<file path="src/rtl/frc_timer_pkg.sv">
// Shared definitions for the machine timer: register word map, CTRL field
// positions and reset constants.
package frc_timer_pkg;

  typedef enum logic [2:0] {
    FRC_MTIME_LO = 3'd0,
    FRC_MTIME_HI = 3'd1,
    FRC_CMP_LO   = 3'd2,
    FRC_CMP_HI   = 3'd3,
    FRC_CTRL     = 3'd4,
    FRC_STATUS   = 3'd5,
    FRC_RSVD6    = 3'd6,
    FRC_RSVD7    = 3'd7
  } frc_word_e;

  localparam int unsigned CTRL_EN        = 0;
  localparam int unsigned CTRL_PRESC_LSB = 8;

  localparam logic [63:0] MTIMECMP_RST = 64'hFFFF_FFFF_FFFF_FFFF;

  // The window is 32 bytes, so only address bits [31:5] take part in the match.
  function automatic logic frc_in_window(input logic [31:0] adr,
                                         input logic [31:0] base);
    return adr[31:5] == base[31:5];
  endfunction

endpackage

</file>
<file path="src/rtl/frc_timer_if.sv">
// CPU I/O bus as seen by the machine timer: one-cycle strobes, registered read data.
interface frc_timer_if;
  logic        io_we;
  logic        io_re;
  logic [31:0] io_adr;
  logic [31:0] io_wdata;
  logic [31:0] io_rdata;
  logic        io_rvalid;

  modport master (
    output io_we, io_re, io_adr, io_wdata,
    input  io_rdata, io_rvalid
  );

  modport slave (
    input  io_we, io_re, io_adr, io_wdata,
    output io_rdata, io_rvalid
  );
endinterface

</file>
<file path="src/rtl/frc_prescaler.sv">
// Prescaler for the machine timer: emits one tick every presc+1 enabled,
// non-halted cycles.
module frc_prescaler #(
  parameter int unsigned PRESC_W = 8
) (
  input  logic               clk,
  input  logic               rst,
  input  logic               en,
  input  logic               halt,
  input  logic [PRESC_W-1:0] presc,
  input  logic               clr,
  output logic               tick
);

  logic [PRESC_W-1:0] presc_cnt;
  logic               run;

  always_comb begin
    run  = en & ~halt;
    tick = run && (presc_cnt == presc);
  end

  always_ff @(posedge clk) begin
    if (rst) begin
      presc_cnt <= '0;
    end else if (clr || tick) begin
      presc_cnt <= '0;
    end else if (run) begin
      presc_cnt <= presc_cnt + PRESC_W'(1);
    end
  end

endmodule

</file>
<file path="src/rtl/frc_timer.sv">
// Memory-mapped machine timer: 64-bit mtime, armed 64-bit compare, and the
// registered mtime >= mtimecmp level feeding the CSR interrupt logic.
module frc_timer
  import frc_timer_pkg::*;
#(
  parameter logic [31:0] IO_BASE = 32'hC000_0100,
  parameter int unsigned PRESC_W = 8
) (
  input  logic             clk,
  input  logic             rst,
  frc_timer_if.slave       io,
  input  logic             cpu_halt,
  output logic             frc_cntr_val_leq
);

  logic [63:0]        mtime;
  logic [63:0]        mtimecmp;
  logic [31:0]        hi_shadow;
  logic               cmp_armed;
  logic               ctrl_en;
  logic [PRESC_W-1:0] ctrl_presc;

  logic               hit;
  logic               wr;
  logic               rd;
  frc_word_e          word;
  logic               tick;
  logic [31:0]        ctrl_rd;
  logic [31:0]        rd_mux;
  logic               unused_adr;

  always_comb begin
    hit  = frc_in_window(io.io_adr, IO_BASE);
    wr   = io.io_we & hit;
    rd   = io.io_re & hit;
    word = frc_word_e'(io.io_adr[4:2]);
  end

  assign unused_adr = &{1'b0, io.io_adr[1:0]};

  frc_prescaler #(
    .PRESC_W (PRESC_W)
  ) u_presc (
    .clk   (clk),
    .rst   (rst),
    .en    (ctrl_en),
    .halt  (cpu_halt),
    .presc (ctrl_presc),
    .clr   (wr && (word == FRC_CTRL)),
    .tick  (tick)
  );

  always_comb begin
    ctrl_rd                              = '0;
    ctrl_rd[CTRL_EN]                     = ctrl_en;
    ctrl_rd[CTRL_PRESC_LSB +: PRESC_W]   = ctrl_presc;
  end

  // Read data is taken from the pre-write state, so a simultaneous write
  // never shows through on the same access.
  always_comb begin
    rd_mux = '0;
    case (word)
      FRC_MTIME_LO: rd_mux = mtime[31:0];
      FRC_MTIME_HI: rd_mux = hi_shadow;
      FRC_CMP_LO:   rd_mux = mtimecmp[31:0];
      FRC_CMP_HI:   rd_mux = mtimecmp[63:32];
      FRC_CTRL:     rd_mux = ctrl_rd;
      FRC_STATUS:   rd_mux = {30'd0, cmp_armed, frc_cntr_val_leq};
      default:      rd_mux = '0;
    endcase
  end

  always_ff @(posedge clk) begin
    if (rst) begin
      io.io_rdata  <= '0;
      io.io_rvalid <= 1'b0;
      hi_shadow    <= '0;
    end else begin
      io.io_rvalid <= rd;
      if (rd) begin
        io.io_rdata <= rd_mux;
        if (word == FRC_MTIME_LO) begin
          hi_shadow <= mtime[63:32];
        end
      end
    end
  end

  // A software write to either mtime half wins over a tick; the untouched
  // half holds and no carry is propagated that cycle.
  always_ff @(posedge clk) begin
    if (rst) begin
      mtime <= '0;
    end else if (wr && (word == FRC_MTIME_LO)) begin
      mtime[31:0] <= io.io_wdata;
    end else if (wr && (word == FRC_MTIME_HI)) begin
      mtime[63:32] <= io.io_wdata;
    end else if (tick) begin
      mtime <= mtime + 64'd1;
    end
  end

  always_ff @(posedge clk) begin
    if (rst) begin
      mtimecmp   <= MTIMECMP_RST;
      cmp_armed  <= 1'b1;
      ctrl_en    <= 1'b0;
      ctrl_presc <= '0;
    end else if (wr) begin
      case (word)
        FRC_CMP_LO: begin
          mtimecmp[31:0] <= io.io_wdata;
          cmp_armed      <= 1'b0;
        end
        FRC_CMP_HI: begin
          mtimecmp[63:32] <= io.io_wdata;
          cmp_armed       <= 1'b1;
        end
        FRC_CTRL: begin
          ctrl_en    <= io.io_wdata[CTRL_EN];
          ctrl_presc <= io.io_wdata[CTRL_PRESC_LSB +: PRESC_W];
        end
        default: ;
      endcase
    end
  end

  always_ff @(posedge clk) begin
    if (rst) begin
      frc_cntr_val_leq <= 1'b0;
    end else begin
      frc_cntr_val_leq <= cmp_armed && (mtime >= mtimecmp);
    end
  end

endmodule

</file>
<file path="src/flat_wrapper.sv">
// flat-port wrapper written by rule: the top's interface ports become plain ports
module frc_timer_flat import frc_timer_pkg::*;
#(
  parameter logic [31:0] IO_BASE = 32'hC000_0100,
  parameter int unsigned PRESC_W = 8
)
  (clk, rst, cpu_halt, frc_cntr_val_leq, io_io_we, io_io_re, io_io_adr, io_io_wdata, io_io_rdata, io_io_rvalid);
  frc_timer_if io_i ();
  input  logic clk;
  input  logic rst;
  input  logic cpu_halt;
  output logic frc_cntr_val_leq;
  input wire logic [$bits(io_i.io_we)-1:0] io_io_we;
  input wire logic [$bits(io_i.io_re)-1:0] io_io_re;
  input wire logic [$bits(io_i.io_adr)-1:0] io_io_adr;
  input wire logic [$bits(io_i.io_wdata)-1:0] io_io_wdata;
  output wire logic [$bits(io_i.io_rdata)-1:0] io_io_rdata;
  output wire logic [$bits(io_i.io_rvalid)-1:0] io_io_rvalid;
  assign io_i.io_we = io_io_we;
  assign io_i.io_re = io_io_re;
  assign io_i.io_adr = io_io_adr;
  assign io_i.io_wdata = io_io_wdata;
  assign io_io_rdata = io_i.io_rdata;
  assign io_io_rvalid = io_i.io_rvalid;
  frc_timer #(.IO_BASE(IO_BASE), .PRESC_W(PRESC_W)) u_core (.clk(clk), .rst(rst), .io(io_i), .cpu_halt(cpu_halt), .frc_cntr_val_leq(frc_cntr_val_leq));
endmodule
</file>
<file path="config.mk">
export PLATFORM = sky130hd
export DESIGN_NAME = frc_timer_flat
export DESIGN_NICKNAME = d
export VERILOG_FILES = /design/src/rtl/frc_timer_pkg.sv /design/src/rtl/frc_timer_if.sv /design/src/rtl/frc_prescaler.sv /design/src/rtl/frc_timer.sv /design/src/flat_wrapper.sv
export SDC_FILE = /design/constraint.sdc
export NUM_CORES = 1
export LEC_CHECK = 0
export ABC_AREA = 0
export BUFFER_PORTS_ARGS = -buffer_cell sky130_fd_sc_hd__buf_4
export CORE_ASPECT_RATIO = 1.4
export CORE_MARGIN = 2
export CORE_UTILIZATION = 45
export CTS_CLUSTER_DIAMETER = 60
export DETAILED_ROUTE_END_ITERATION = 6
export GPL_TIMING_DRIVEN = 0
export HOLD_SLACK_MARGIN = 0.05
export PLACE_DENSITY = 0.66
export SETUP_SLACK_MARGIN = 0.3
export SLEW_MARGIN = 20
export SYNTH_ARGS = -nofsm -noshare
export SYNTH_HDL_FRONTEND = slang
export SYNTH_SLANG_ARGS = --single-unit
</file>
<file path="constraint.sdc">
create_clock -name clk -period 6.9 [get_ports clk]
set_input_delay 0.345 -clock clk [delete_from_list [all_inputs] [get_ports clk]]
set_output_delay 0.345 -clock clk [all_outputs]
set_load 0.03 [all_outputs]
</file>
After elaboration in Yosys (flattened, before gate mapping)
Index checks and enable logic that the tools add are counted.
W data, S select, Z words.

word-level totals
  bits in registers = 212
  input bits = 69

operators by class
  bitwise logic cells = 5
  mux-type cells = 6
  magnitude comparators = 1
  add/subtract/negate cells = 2
  equal/unequal tests = 8
  reductions and logical operators = 18

operators with widths
  kind                     count
  $pmux W32 S6             1
  $mux W32                 3
  $add A64 B1 Y64 const B  1
  $ge A64 B64 Y1           1
  $mux W64                 1
  $eq A27 B27 Y1 const B   1
  $reduce_and A2 Y1        7
  $add A8 B1 Y8 const B    1
  $eq A8 B8 Y1             1
  $eq A3 B2 Y1 const B     2
  $eq A3 B3 Y1 const B     2
  $reduce_bool A2 Y1       3
  $logic_and A1 B1 Y1      5
  $and A1 B1 Y1            3
  $eq A3 B1 Y1 const B     1
  $logic_not A3 Y1         1
  $ne A2 B1 Y1 const B     1
  $not A1 Y1               2
  $pmux W1 S2              1
  $reduce_or A2 Y1         1
  $logic_or A1 B1 Y1       1

Longest topological paths before layout
  word-level depth = 6
  gate-level depth with buffers = 11

Hierarchy
A second synthesis with hierarchy kept.

second synthesis, totals
  cells, all modules = 1389
  area total of the unflattened synthesis = 11898.9 µm²

modules (own cells, without submodules)
  module         area each (µm²)  cells an instance  instances  seq. area each (µm²)
  frc_timer      11447.2          1340               1          4083.9
  frc_prescaler  451.7            49                 1          160.2

Worst setup path before layout
No wires, ideal clock.

  kind = reg2reg
  start = reg u_core.mtime[25]
  end = reg u_core.mtime[50]
  clock period less this slack = 2239 ps
  stages on the path, launching flop included = 9
  setup slack = 4661 ps
  setup time = 133 ps
  data required time = 6767 ps
  data arrival time = 2106 ps
  path through = dfxtp_1 -> nand4_1 -> nor2_1 -> nand4_1 -> nor4_2 -> buf_2 -> a41oi_1 -> o21ai_0 -> a31oi_1

between the ends
  longest elaborated chain between the ends = 3

RTL lines
  what                    RTL line          source
  from (decl)             frc_timer.sv:16   logic [63:0] mtime;
  from (signal assigned)  frc_timer.sv:96   mtime[31:0] <= io.io_wdata;
  from (signal assigned)  frc_timer.sv:100  mtime <= mtime + 64'd1;
  $add A64 B1 Y64         frc_timer.sv:100
  $mux W64                frc_timer.sv:99   end else if (tick) begin
  $mux W32                frc_timer.sv:97   end else if (wr && (word == FRC_MTIME_HI)) begin

No other way between the ends. The select of a mux whose other input is x is not followed.
A chain may end at the register's enable or synchronous reset.

Worst setup path after layout
  start = reg u_core.mtime[25]
  end = reg u_core.mtime[56]

The elaborated chain is that of the path after synthesis.

==> flow_metrics.py <==
metrics = {
    "floorplanning": {
        "die_area_um2": 27000,
        "die_y_um": 194,
        "coreArea_um2": 25300,
        "io_pins": 103,
        "die_w_um": 139,
        "row_count": 69,
        "initial_core_util": 0.457,
    },
    "yosys": {
        "syn_inst": 1395,
        "synth_edf_count": 0,
        "yosysTopAreaCell": "dfxtp_1",
        "yosysMostFrequentCell": "nand2_1",
        "synthTopCellsByArea": "dfxtp_1 37%, ha_1 7.1%, nand2_1 7.0%",
        "synth-seq-area-share": 0.367,
        "synth.cells.most_frequent": "214 x nand2_1, 212 x dfxtp_1, 110 x a21oi_1",
        "ys_seq_elements": 212,
        "async_flop_share": 0,
        "synth_cell_types": 62,
        "synthesis.nets": 1530,
        "ys_warn_count": 0,
        "synth_top_area_frac": 0.367,
        "avgSynthCellArea_um2": 8.28,
        "synthFlopType": "dfxtp_1",
        "synth_area_um2": 11600,
    },
    "cells_and_area": {
        "n_fill_cell": 2423,
        "fin_area_um2": 13400,
        "areaGrowthSynthToFinish_pct": 16.2,
        "stdcell_count": 1856,
        "nNetsFinal": 1654,
        "antenna_cells": 0,
        "drive_above_1_share": 0.120,
    },
    "timing": {
        "post-route-period-util": 0.461,
        "finalSetupViolations": 0,
        "tightest_slew_ps": 1050,
        "fmax_mhz": 314,
        "rsz0062_at_grt": "no",
        "slew_headroom": 0.294,
        "hold_violations": 0,
        "slew_violations": 0,
        "tns_ps": 0,
        "fin_skew_ps": 25.0,
        "finalCriticalPeriod_ps": 3180,
    },
    "cts": {
        "ctsHoldBuffers": 0,
        "worstSkewPairLatency_ps": 530,
        "clk_pin_slew_ps": 60,
        "cts_max_level": 1,
        "clk_path_buf_depth": 3,
        "cts_tree": "yes",
        "clock_sinks": 212,
        "post_cts_resized": 0,
        "cts_setup_buffers": 0,
        "cts-root-buf": "clkbuf_16",
        "cts_buffers": 24,
    },
    "drt": {
        "dr.pass1.iters": 6,
        "routed_wirelength_mm": 43.1,
        "vias_per_cell": 6.12,
        "postRouteAntennaNets": 0,
        "drcViolationCount": 0,
        "wl_per_cell_um": 23.2,
        "drt_first_iter_violations": 1160,
        "vias": 11400,
    },
    "placement": {
        "place.gp.congestion": 0.992,
        "portBuffers": 98,
        "hpwl_mm": 33.0,
        "placed_area_um2": 12700,
        "post-place-cells": 1812,
    },
    "status": {
        "status": "finished, final reports clean",
    },
    "global_routing": {
        "grt_pass1_vias": 11100,
        "grt-ovfl-total": 0,
        "grt_max_degree": 14,
        "grt_pass1_wl_mm": 65.7,
        "antenna_found_initial": 0,
        "grtUsageTotal": 0.312,
    },
    "critical_path": {
        "critPathLaunch": "u_core.mtime[25]",
        "crit_type": "register to register",
        "start_kind": "register",
        "r2r-start": "u_core.mtime[25]",
        "crit_arrival_ps": 3560,
        "required_ps": 7280,
        "cp_max_fo": 10,
        "reg2reg_setup_slack_ps": 3720,
        "reg2reg_to": "u_core.mtime[56]",
        "setup.worst_path.end": "u_core.mtime[56]",
        "r2r_cells": 8,
        "critPathCaptureType": "register",
    },
    "hold_path": {
        "hp-class": "input port to register",
        "hold_depth": 3,
    },
    "power_and_ir_drop": {
        "power_density_nw_per_um2": 193,
        "p_leak_nw": 5.57,
        "vdd_drop_max_mv": 0.198,
    },
    "flow_run": {
        "cap_violations": 0,
    },
}
stage by stage:
stage / hold slack [ps] / setup WS, ps / power (mW) / utilization
global route: 94.9 / 3550 / 2.64 / 0.531
CTS: 71.3 / 3770 / 2.59 / 0.531
global placement: 439 / 3440 / 1.38 / 0.502
finish: 80.0 / 3720 / 2.59 / 0.531
floorplan: 433 / 4660 / 1.30 / -
detailed placement: 447 / 3370 / 1.38 / 0.502
power by group:
group	total, mW	leakage [nW]	switching, mW	internal (mW)
clock	1.23	0.371	0.542	0.689
sequential	1.22	1.71	0.00000000177	1.22
combinational	0.132	3.49	0.0840	0.0481
total	2.59	5.57	0.626	1.96
layer usage:
layer / vias to the layer above / GRT usage / share of wire
met3: 138 / 0.0437 / 0.068
met1: 5431 / 0.371 / 0.38
met2: 508 / 0.544 / 0.49
met5: - / 0 / 0
li1: 5277 / - / -
met4: 0 / 0.166 / 0.059
how the worst min path moves through the flow:
stage | end | slack, ps | startpoint
floorplan | u_core.hi_shadow[16] | 430 | u_core.hi_shadow[16]
global placement | u_core.hi_shadow[28] | 440 | u_core.hi_shadow[28]
detailed placement | u_core.hi_shadow[27] | 450 | u_core.hi_shadow[27]
CTS | u_core.mtimecmp[59] | 70 | io_io_wdata[27]
global route | u_core.mtimecmp[25] | 90 | io_io_wdata[25]
finish | u_core.mtimecmp[59] | 80 | io_io_wdata[27]
registers in the layout, indices dropped and copies added, names as in the netlist:
| name | cells |
|---|---|
| u_core.mtimecmp | 64 |
| u_core.io.io_rvalid | 1 |
| u_core.frc_cntr_val_leq | 1 |
| u_core.ctrl_presc | 8 |
| u_core.cmp_armed | 1 |
| u_core.mtime | 64 |
| u_core.ctrl_en | 1 |
| u_core.u_presc.presc_cnt | 8 |
| u_core.io.io_rdata | 32 |
| u_core.hi_shadow | 32 |
cells by family (layout without fill, tap and decap cells):
group,Yosys count,count (layout),share of synthesized area
buffers and inverters,170,312,0.0565
AOI/OAI and AO/OA,356,356,0.198
xor gates and xnor gates,42,42,0.0318
DFF,212,212,0.367
muxes,49,49,0.0674
and+or+nand+nor,500,500,0.207
adders and majority gates,66,66,0.0715
final cells by class:
class | instances | area (um2) | area share
Multi-Input combinational cell | 1013 | 6660 | 0.496
Sequential cell | 212 | 4240 | 0.316
Timing Repair Buffer | 98 | 736 | 0.0548
Clock buffer | 34 | 679 | 0.0506
Tap cell | 319 | 399 | 0.0297
Buffer | 98 | 383 | 0.0285
Inverter | 72 | 270 | 0.0201
Clock inverter | 10 | 57.6 | 0.00429
layout by cell type (no fill, tap or decap), drive strengths merged, types with 12 or more instances in the layout:
| cell | instances |
|---|---|
| nor2 | 99 |
| nand4 | 33 |
| mux2i | 25 |
| and4 | 17 |
| mux4 | 23 |
| and3 | 24 |
| nand3 | 52 |
| a21o | 17 |
| clkbuf | 109 |
| nor4 | 12 |
| a21oi | 110 |
| nor3 | 15 |
| o21ai | 57 |
| ha | 66 |
| xor2 | 16 |
| inv | 73 |
| o211ai | 65 |
| xnor2 | 26 |
| a211oi | 34 |
| buf | 121 |
| nand2 | 214 |
| a31oi | 18 |
| dfxtp | 212 |
worst max-delay path, stage by stage (launching register included):
cell     delay, ps
dfxtp_1        480
nand4_1        250
nor2_1         300
nand4_1        400
nor4_2         770
buf_2          380
a41oi_1        140
o21ai_0        200
a31oi_1        110
No activity file was read; power rests on OpenSTA's default activity.
